===== src/rtl/slowadc_pkg.sv =====
// Shared constants for the slow-ADC monitor: widths, local-bus offsets, readback map.
package slowadc_pkg;

  localparam int NCHAN = 8;
  localparam int CHW   = $clog2(NCHAN);
  localparam int DW    = 12;
  localparam int SHIFT = 4;
  localparam int AW    = DW + SHIFT;
  localparam int CW    = 4;

  localparam logic [CW-1:0] CNT_MAX = 4'd15;

  localparam logic [6:0] LB_THR       = 7'h40;
  localparam logic [6:0] LB_DEB       = 7'h48;
  localparam logic [6:0] LB_CLR       = 7'h49;
  localparam logic [6:0] LB_PRIME_CLR = 7'h4A;
  localparam logic [6:0] LB_SNAP      = 7'h4B;

  localparam logic [4:0] RD_AVG   = 5'd0;
  localparam logic [4:0] RD_CNT   = 5'd8;
  localparam logic [4:0] RD_ALARM = 5'd16;
  localparam logic [4:0] RD_MIN   = 5'd17;
  localparam logic [4:0] RD_MAX   = 5'd25;

endpackage


===== src/rtl/slowadc_iir_lane.sv =====
// Combinational S2 update for one sample: IIR accumulator, window check, debounce
// counter and alarm-set decision. Time-shared across all channels.
module slowadc_iir_lane
  import slowadc_pkg::*;
(
  input  logic          primed,
  input  logic [AW-1:0] acc_in,
  input  logic [CW-1:0] cnt_in,
  input  logic [DW-1:0] data,
  input  logic [DW-1:0] thr_lo,
  input  logic [DW-1:0] thr_hi,
  input  logic [CW-1:0] deb_n,
  output logic [AW-1:0] acc_out,
  output logic [CW-1:0] cnt_out,
  output logic          out,
  output logic          alarm_set
);

  logic [CW-1:0] deb_eff;

  always_comb begin
    deb_eff = (deb_n == '0) ? CW'(1) : deb_n;
    out     = (data > thr_hi) || (data < thr_lo);

    // acc stays below 4095<<SHIFT, so the 16-bit update cannot wrap
    if (!primed) acc_out = AW'(data) << SHIFT;
    else         acc_out = acc_in - (acc_in >> SHIFT) + AW'(data);

    if (!out)                  cnt_out = '0;
    else if (cnt_in == CNT_MAX) cnt_out = cnt_in;
    else                       cnt_out = cnt_in + 1'b1;

    // >= so a still-out channel re-asserts the alarm after a host clear
    alarm_set = out && (cnt_out >= deb_eff);
  end

endmodule


===== src/rtl/slowadc_monitor.sv =====
// Slow-ADC scan monitor: per-channel IIR average, window/debounce sticky alarms, readback.
// Optional SLOWADC_MINMAX_EN adds per-channel raw min/max tracking and the 0x4B snapshot.
module slowadc_monitor
  import slowadc_pkg::*;
(
  input  logic        clk,
  input  logic        rst_n,
  input  logic [31:0] lb_data,
  input  logic [6:0]  lb_addr,
  input  logic        lb_write,
  input  logic        sample_valid,
  input  logic [2:0]  sample_chan,
  input  logic [11:0] sample_data,
  input  logic [4:0]  rd_addr,
  output logic [15:0] rd_data,
  output logic [7:0]  alarm,
  output logic        alarm_any
);

  logic             s0_valid, s1_valid;
  logic [CHW-1:0]   s0_chan, s1_chan;
  logic [DW-1:0]    s0_data, s1_data;
  logic [AW-1:0]    s1_acc;
  logic [CW-1:0]    s1_cnt;
  logic             s1_primed;

  // dpram-style per-channel state, written from S2 and read into S1
  logic [AW-1:0]    acc_mem [NCHAN];
  logic [CW-1:0]    cnt_mem [NCHAN];
  logic [NCHAN-1:0] primed;
  logic [DW-1:0]    thr_lo  [NCHAN];
  logic [DW-1:0]    thr_hi  [NCHAN];
  logic [CW-1:0]    deb_n;

  logic [AW-1:0]    lane_acc;
  logic [CW-1:0]    lane_cnt;
  logic             lane_out, lane_set;
  logic             thr_wr, deb_wr, clr_wr, prime_clr, fwd;
  logic [NCHAN-1:0] set_mask, clr_mask;
  logic [15:0]      rd_next;
  logic [7:0]       snap;
  logic             unused_bits;

`ifdef SLOWADC_MINMAX_EN
  logic [DW-1:0]    min_mem [NCHAN];
  logic [DW-1:0]    max_mem [NCHAN];
`endif

  assign unused_bits = ^{lb_data[31:28], lb_data[15:12], lane_out};

  assign thr_wr    = lb_write && (lb_addr[6:3] == LB_THR[6:3]);
  assign deb_wr    = lb_write && (lb_addr == LB_DEB);
  assign clr_wr    = lb_write && (lb_addr == LB_CLR);
  assign prime_clr = lb_write && (lb_addr == LB_PRIME_CLR) && lb_data[0];

  always_ff @(posedge clk or negedge rst_n) begin
    if (!rst_n) begin
      s0_valid <= 1'b0;
      s0_chan  <= '0;
      s0_data  <= '0;
    end else begin
      s0_valid <= sample_valid;
      if (sample_valid) begin
        s0_chan <= sample_chan;
        s0_data <= sample_data;
      end
    end
  end

  // S1 takes the S2 result directly when S2 is writing the same channel this edge
  assign fwd = s1_valid && (s1_chan == s0_chan);

  always_ff @(posedge clk or negedge rst_n) begin
    if (!rst_n) begin
      s1_valid  <= 1'b0;
      s1_chan   <= '0;
      s1_data   <= '0;
      s1_acc    <= '0;
      s1_cnt    <= '0;
      s1_primed <= 1'b0;
    end else begin
      s1_valid <= s0_valid;
      if (s0_valid) begin
        s1_chan   <= s0_chan;
        s1_data   <= s0_data;
        s1_acc    <= fwd ? lane_acc : acc_mem[s0_chan];
        s1_cnt    <= prime_clr ? '0 : (fwd ? lane_cnt : cnt_mem[s0_chan]);
        s1_primed <= !prime_clr && (fwd || primed[s0_chan]);
      end
    end
  end

  slowadc_iir_lane u_lane (
    .primed    (s1_primed),
    .acc_in    (s1_acc),
    .cnt_in    (s1_cnt),
    .data      (s1_data),
    .thr_lo    (thr_lo[s1_chan]),
    .thr_hi    (thr_hi[s1_chan]),
    .deb_n     (deb_n),
    .acc_out   (lane_acc),
    .cnt_out   (lane_cnt),
    .out       (lane_out),
    .alarm_set (lane_set)
  );

  always_ff @(posedge clk or negedge rst_n) begin
    if (!rst_n) begin
      for (int i = 0; i < NCHAN; i++) acc_mem[i] <= '0;
    end else if (s1_valid) begin
      acc_mem[s1_chan] <= lane_acc;
    end
  end

  // The prime/counter clear overrides a same-edge write-back; acc is kept
  always_ff @(posedge clk or negedge rst_n) begin
    if (!rst_n) begin
      for (int i = 0; i < NCHAN; i++) cnt_mem[i] <= '0;
      primed <= '0;
    end else if (prime_clr) begin
      for (int i = 0; i < NCHAN; i++) cnt_mem[i] <= '0;
      primed <= '0;
    end else if (s1_valid) begin
      cnt_mem[s1_chan] <= lane_cnt;
      primed[s1_chan]  <= 1'b1;
    end
  end

  always_ff @(posedge clk or negedge rst_n) begin
    if (!rst_n) begin
      for (int i = 0; i < NCHAN; i++) begin
        thr_lo[i] <= '0;
        thr_hi[i] <= '1;
      end
      deb_n <= CW'(1);
    end else begin
      if (thr_wr) begin
        thr_lo[lb_addr[CHW-1:0]] <= lb_data[11:0];
        thr_hi[lb_addr[CHW-1:0]] <= lb_data[27:16];
      end
      if (deb_wr) deb_n <= lb_data[3:0];
    end
  end

  assign set_mask = (s1_valid && lane_set) ? (NCHAN'(1) << s1_chan) : '0;
  assign clr_mask = clr_wr ? lb_data[NCHAN-1:0] : '0;

  always_ff @(posedge clk or negedge rst_n) begin
    if (!rst_n) begin
      alarm     <= '0;
      alarm_any <= 1'b0;
    end else begin
      alarm     <= (alarm & ~clr_mask) | set_mask;
      alarm_any <= |alarm;
    end
  end

`ifdef SLOWADC_MINMAX_EN
  always_ff @(posedge clk or negedge rst_n) begin
    if (!rst_n) begin
      for (int i = 0; i < NCHAN; i++) begin
        min_mem[i] <= '0;
        max_mem[i] <= '0;
      end
      snap <= '0;
    end else begin
      if (s1_valid) begin
        if (!s1_primed || (s1_data < min_mem[s1_chan])) min_mem[s1_chan] <= s1_data;
        if (!s1_primed || (s1_data > max_mem[s1_chan])) max_mem[s1_chan] <= s1_data;
      end
      if (lb_write && (lb_addr == LB_SNAP)) snap <= max_mem[NCHAN-1][DW-1:DW-8];
    end
  end
`else
  assign snap = '0;
`endif

  always_comb begin
    rd_next = '0;
    if (rd_addr < RD_CNT)        rd_next = 16'(acc_mem[rd_addr[CHW-1:0]] >> SHIFT);
    else if (rd_addr < RD_ALARM) rd_next = 16'(cnt_mem[rd_addr[CHW-1:0]]);
    else if (rd_addr == RD_ALARM) rd_next = {snap, alarm};
`ifdef SLOWADC_MINMAX_EN
    else if (rd_addr < RD_MAX)   rd_next = 16'(min_mem[CHW'(rd_addr - RD_MIN)]);
    else                         rd_next = 16'(max_mem[CHW'(rd_addr - RD_MAX)]);
`endif
  end

  always_ff @(posedge clk or negedge rst_n) begin
    if (!rst_n) rd_data <= '0;
    else        rd_data <= rd_next;
  end

endmodule

===== config.mk =====
export PLATFORM = sky130hd
export DESIGN_NAME = slowadc_monitor
export DESIGN_NICKNAME = d
export VERILOG_FILES = /design/src/rtl/slowadc_pkg.sv /design/src/rtl/slowadc_iir_lane.sv /design/src/rtl/slowadc_monitor.sv
export SDC_FILE = /design/constraint.sdc
export NUM_CORES = 1
export LEC_CHECK = 0
export ABC_AREA = 1
export ABC_CLOCK_PERIOD_IN_PS = 8650
export BUFFER_PORTS_ARGS = -buffer_cell sky130_fd_sc_hd__buf_2
export CAP_MARGIN = 30
export CORE_UTILIZATION = 25
export CTS_BUF_LIST = sky130_fd_sc_hd__clkbuf_8
export CTS_CLUSTER_DIAMETER = 150
export CTS_CLUSTER_SIZE = 40
export DETAILED_ROUTE_END_ITERATION = 8
export PLACE_DENSITY = 0.42
export SYNTH_ARGS = -nofsm -noshare
export SYNTH_HDL_FRONTEND = slang
export SYNTH_SLANG_ARGS = --single-unit

===== constraint.sdc =====
create_clock -name clk -period 8.65 [get_ports clk]
set_input_delay 0 -clock clk [delete_from_list [all_inputs] [get_ports clk]]
set_output_delay 0 -clock clk [all_outputs]
set_load 0.005 [all_outputs]

Word-level counts from Yosys, hierarchy flattened
Index checks and enable logic that the tools add are counted.
{"block": "totals", "elab_cells": 145, "out_inout_bits": 25, "in_bits": 63, "ff_bits": 442}
{"block": "classes", "mux": 48, "shifts": 1, "bitwise": 8, "n_addsub": 3, "reduce_logical": 18, "magnitude_cmp": 14, "n_eq_ne": 7}
{"cell": "$bwmux 96", "count": 2}
{"cell": "$bwmux 128", "count": 1}
{"cell": "$mux 16", "count": 7}
{"cell": "$bmux 16 s3", "count": 2}
{"cell": "$bmux 12 s3", "count": 2}
{"cell": "$mux 12", "count": 6}
{"cell": "$mux 32", "count": 2}
{"cell": "$demux 16 s3", "count": 1}
{"cell": "$mux 8", "count": 6}
{"cell": "$mux 4", "count": 10}
{"cell": "$demux 12 s3", "count": 1}
{"cell": "$bwmux 32", "count": 1}
{"cell": "$bmux 4 s3", "count": 2}
{"cell": "$eq 7x7->1 const B", "count": 3}
{"cell": "$add 16x12->16", "count": 1}
{"cell": "$ge 4x4->1 const B", "count": 4}
{"cell": "$not 3->4", "count": 4}
{"cell": "$or 8x8->8", "count": 2}
{"cell": "$sub 16x12->16", "count": 1}
{"cell": "$demux 4 s3", "count": 1}
{"cell": "$gt 12x12->1", "count": 1}
{"cell": "$logic_and 1x1->1", "count": 12}
{"cell": "$lt 12x12->1", "count": 1}
{"cell": "$and 8x8->8", "count": 1}
{"cell": "other kinds (20)", "count": 25}

Longest topological paths before layout
{"block": "logic_depth", "depth_word": 12, "depth_mapped": 27, "depth_no_buf": 25}

Hierarchy
From an unflattened synthesis, not the netlist that was laid out.
{"block": "hier_totals", "hier_cells": 2979, "hier_area_um2": 22939.5}
{"mod": "slowadc_monitor", "cells_per_inst": 2577, "area_each_um2": 20603.5, "instances": 1, "seq_area_each_um2": 11081.9}
{"mod": "slowadc_iir_lane", "cells_per_inst": 402, "area_each_um2": 2336.0, "instances": 1, "seq_area_each_um2": 0.0}

Worst setup path before layout
Ideal clock, no wire load.
{"block": "synth_timing", "kind": "register -> register", "start": "reg s1_chan[1]", "end": "reg alarm[0]", "arrival_time_ns": 3.718, "path_stages_with_launch": 23, "setup_ns": 0.126, "slack_ns": 4.806, "synth_period_minus_slack_ns": 3.844, "cell_sequence": "dfrtp_1 buf_6 nor2_1 buf_2 buf_1 a21oi_1 a32o_1 ha_1 nand2_1 inv_1 nand3_1 o41ai_4 nand2_8 nand2_4 inv_1 ha_1 a21boi_0 o21a_1 o21a_1 o21ai_0 inv_1 nand2_4 o21ai_1"}
{"block": "synth_between", "elab_chain_cells": 12, "word_cells_on_any_way": 17}
{"element": "start: declaration", "line": "slowadc_monitor.sv:21", "rtl": "logic [CHW-1:0] s0_chan, s1_chan;"}
{"element": "start signal: assignment", "line": "slowadc_monitor.sv:84", "rtl": "s1_chan <= s0_chan;"}
{"element": "$not 3->4 (not written as such)", "line": "slowadc_monitor.sv:98, slowadc_monitor.sv:99"}
{"element": "$bmux 12 s3 (on tied branches)", "line": "slowadc_monitor.sv:99, slowadc_monitor.sv:98"}
{"element": "$mux 12 (on tied branches) (2 in series)", "line": "slowadc_monitor.sv:99, slowadc_monitor.sv:98"}
{"element": "$gt 12x12->1 or $lt 12x12->1 (tied branches)", "line": "slowadc_iir_lane.sv:23", "rtl": "out = (data > thr_hi) || (data < thr_lo);"}
{"element": "$logic_or 1x1->1", "line": "slowadc_iir_lane.sv:23"}
{"element": "$mux 4", "line": "slowadc_iir_lane.sv:29", "rtl": "if (!out) cnt_out = '0;"}
{"element": "$ge 4x4->1", "line": "slowadc_iir_lane.sv:34", "rtl": "alarm_set = out && (cnt_out >= deb_eff);"}
{"element": "$logic_and 1x1->1", "line": "slowadc_iir_lane.sv:34"}
{"element": "$logic_and 1x1->1", "line": "slowadc_monitor.sv:145", "rtl": "assign set_mask = (s1_valid && lane_set) ? (NCHAN'(1) << s1_chan) : '0;"}
{"element": "$mux 8 *", "line": "slowadc_monitor.sv:145"}
{"element": "$or 8x8->8 *", "line": "slowadc_monitor.sv:153", "rtl": "alarm <= (alarm & ~clr_mask) | set_mask;"}
{"element": "end signal: assignment", "line": "slowadc_monitor.sv:153"}
{"element": "end: declaration", "line": "slowadc_monitor.sv:16", "rtl": "output logic [7:0] alarm,"}
Mark *: on every way between the ends. The rest lies on a longest branch, timed or not. The select of a mux whose other input is x is not followed.
A chain may end at the register's enable or synchronous reset.

Worst setup path after layout
{"block": "layout_timing", "start": "reg s1_chan[1]", "end": "reg alarm[6]"}
Same word-level chain as after synthesis.

==> results summary <==
The run finished with clean final reports. The first-pass iteration count of the detailed router came out at 6. The non-filler instance count after layout came out at 3827. The total DRC errors in the routed layout is 0.

The tightest min-delay check is of the in2reg type. The number of pins with negative max-slew slack in the final report is 0. The setup-violating endpoint count in the final report is 0. The total leakage power is 0.0108 uW.

Once placement completed, the tool counted placed cells totaling 3725. The post-synthesis sequential area ratio came out at 50.5%. The die extent in y came out at 298 um. The die span in x came out at 298 um. The post-route cell area is 0.0245 mm2. The number of antenna violations at the first check in global routing was 3.

The die outline area is 0.0890 mm2. The final cycle utilization of the critical path came out at 57.5%. The transition time at the pin with the least slew margin came out at 1.03 ns. The post-route netlist has 10.8% of its cells at a drive strength greater than 1. The buffer levels on the longest clock path is 3. The final routed wirelength across all metal layers is 75.1 mm. STA classifies the critical path endpoint as a flip-flop. The count of synthesis-stage warnings from yosys came out at 0.

The DRC marker count from the first detailed-route iteration is 1537. The register area came out at 0.0111 mm2. The maximum level of the CTS H-tree came out at 1.

The async set or reset register ratio after synthesis is 100%. TritonCTS created 14 clock buffers. The number of nets at the end of the flow came out at 2781. The max-capacitance violation count came out at 0. The detailed router placed 18.7k vias in this run. In the routed layout, each cell is associated on average with a via count of 4.90. The instance count along the most critical hold path is 5. The number of primary I/O pins is 88. After synthesis the netlist holds a flip-flop and latch count of 438. The filler cell count is 9308.

The top cell types in the final layout, fill and taps aside, are 565 x nand2_1, 492 x o21ai_0, 339 x dfrtp_1. In the post-synthesis netlist, the biggest area contributors are dfrtp_1 39%, dfstp_2 12%, o21ai_0 11%, nand2_1 9.7%, nand3_1 3.7%. CTS placed an instance of clkbuf_8 at the clock tree root. The maximum number of pins on one net before global-route repair came out at 126. The mean cell area of the mapped netlist is 8.38 um2.

The floorplan has 108 rows. The synthesized design devotes to its leading area cell type 38.9% of total area. The total half-perimeter wirelength after legalization and detailed placement came out at 47.4 mm. Buffers placed on the I/O ports in this run total 75. The met3 layer wire length in the routed design is 3.41 mm. The prevailing post-synth register cell is dfrtp_1.

Once the floorplan was initialized, standard cells occupied 25.3% of the core. The number of hold violations in the final report is 0. The number of flops mapped to enable cells by yosys came out at 0. The number of setup buffers added after CTS is 0. The area of the mapped netlist is 0.0219 mm2. For this block, wires on met1 add up to 34.5 mm. The number of global-route vias before repair came out at 18.1k. TritonCTS built the clock tree. The number of different library cells used by synthesis comes to 58. The total congestion overflow came out at 0. The post-CTS clock slew at the launch and capture registers of the worst setup and hold paths is 0.24 ns.

The area of the core came out at 0.0869 mm2. In this run the top signal layer used is met5. For this run, the top clock speed supported by timing is 201 MHz. The critical path data required time came out at 9.23 ns. The worst setup path is of the reg2reg kind. The synthesized design spends more area on one cell type than any other, namely dfrtp_1. The commonest non-fill, non-tap cell in the layout is nand2_1. The area growth from synthesis to final layout came out at 11.7%. The biggest fanout along the worst timing path came out at 30. The met2 layer wire length in the routed design is 35.9 mm. Summing all placed instances gives a cell area of 0.0235 mm2. The post-route minimum period came out at 4.98 ns.

The wire length of the first global-routing pass is 114 mm. The worst setup path is launched from a flip-flop. The number of sinks driven by the clock tree came out at 438.

The remaining max-slew budget at the tightest pin is 30.9%. Clock skew on the completed layout was measured at 0.0375 ns. Setup repair after global routing left no endpoint under its margin.

The synthesized instance count is 2619. At the end of routability-driven placement, the weighted congestion stood at 0.833. In the global route stage, overall resource usage came out at 16.6%. Counting cells, the worst reg-to-reg path comes to 20. The remaining antenna violation count is 0. The data arrival at the endpoint of the critical path came out at 5.56 ns.

At the later pin of the worst-skew pair, clock insertion delay measures 0.68 ns. The average wire length per cell after detail routing came out at 19.6 um. The combined area of the multi-input logic cells is 0.00939 mm2. Across the VDD grid, the largest voltage drop is 0.000112 V.

Adding up every negative setup slack in the final design gives 0 ns. Power spread over the standard cell area amounts to 243 mW/mm2.
[area by class of cell]
| cell class | instances | area share (%) |
|---|---|---|
| Inverter | 211 | 3.25 |
| Clock buffer | 16 | 0.899 |
| Timing Repair Buffer | 190 | 6.28 |
| Tap cell | 1155 | 5.90 |
| Sequential cell | 438 | 45.2 |
| Antenna cell | 2 | 0.0204 |
| Multi-Input combinational cell | 1807 | 38.3 |
| Clock inverter | 8 | 0.123 |
[through the flow]
| step | total power, uW | worst slack [ns] | utilization (%) | hold WS, ns |
|---|---|---|---|---|
| 6_report | 5960 | 3.67 | 28.2 | 0.0433 |
| 5_1_grt | 6450 | 3.31 | 28.2 | 0.0663 |
| 4_1_cts | 6030 | 3.57 | 28.2 | 0.0206 |
| 3_5_place_dp | 5160 | 3.60 | 27.0 | 0.158 |
| 3_3_place_gp | 5100 | 3.60 | 26.9 | 0.145 |
| 2_1_floorplan | 4400 | 4.81 | - | -0.296 |
[critical path, stage by stage, from the launching register on]
cell and delay, ns:
dfrtp_1 0.70, nand2_1 0.19, inv_2 0.36, buf_4 0.48, a22oi_1 0.16, nand3_1 0.10
o21ai_0 0.21, ha_1 0.39, nand4_1 0.19, o41ai_4 0.53, nand2_8 0.15, nand2_4 0.18
inv_1 0.07, ha_1 0.28, a21boi_0 0.12, o21a_1 0.17, o21a_1 0.16, o21ai_0 0.14
inv_1 0.09, nand2_4 0.12, o21ai_1 0.07
[flip-flops by register name, summed over array words and instances (netlist names)]
name,cells
s1_chan,3
thr_lo,96
s1_primed,1
s1_cnt,4
s0_chan,3
primed,8
s1_valid,1
s1_acc,16
thr_hi,96
deb_n,4
s1_data,12
alarm_any,1
alarm,8
s0_data,12
s0_valid,1
rd_data,12
acc_mem,128
cnt_mem,32
[cell families (layout without fill, tap and decap cells)]
| kind of cell | count (synthesis) | count (layout) | share of synthesized area [%] |
|---|---|---|---|
| simple gates | 884 | 884 | 17.0 |
| other cells | 1 | 6 | 0.0171 |
| xor+xnor | 9 | 9 | 0.359 |
| flops | 438 | 438 | 50.5 |
| mux | 13 | 13 | 0.667 |
| buf+inv | 377 | 425 | 6.86 |
| compound gates | 841 | 841 | 21.0 |
| fa+ha+maj | 56 | 56 | 3.60 |
[where the power goes]
part           internal, uW  total [uW]  switching (uW)
logic                   776        2250            1480
clock network           173         813             640
registers              2560        2890             326
[worst paths after layout]
check / startpoint / end / slack (ns)
min in group asynchronous: rst_n / s0_data[2] / 0.35
worst max-delay path: s1_chan[1] / alarm[6] / 3.67
worst min register to register: s0_data[2] / s1_data[2] / 0.50
worst max register to register: s1_chan[1] / alarm[6] / 3.67
max in group asynchronous: rst_n / thr_hi[83] / 6.50
worst min-delay path: lb_write / deb_n[2] / 0.04
[layer usage]
layer | vias to the layer above | GRT usage (%)
li1 | 8883 | -
met1 | 9245 | 23.1
met2 | 549 | 28.3
met3 | 68 | 1.39
met4 | 2 | 3.08
met5 | - | 0
[Yosys cell counts (all sizes together) (13+ instances only)]
library cell,number
o21ai,531
o22ai,31
dfrtp,341
clkbuf,100
a31oi,19
nand4,15
mux2,13
dfstp,97
nand2,573
inv,209
buf,66
ha,44
a22oi,65
a21oi,154
nor2,122
nand3,165
[what timing repair did]
item / 4_1_cts / 5_1_grt
hold endpoints to repair: 337 / 0
hold buffers: 75 / 0
resized for setup: 0 / 0
(Power assumes the default switching activity.)
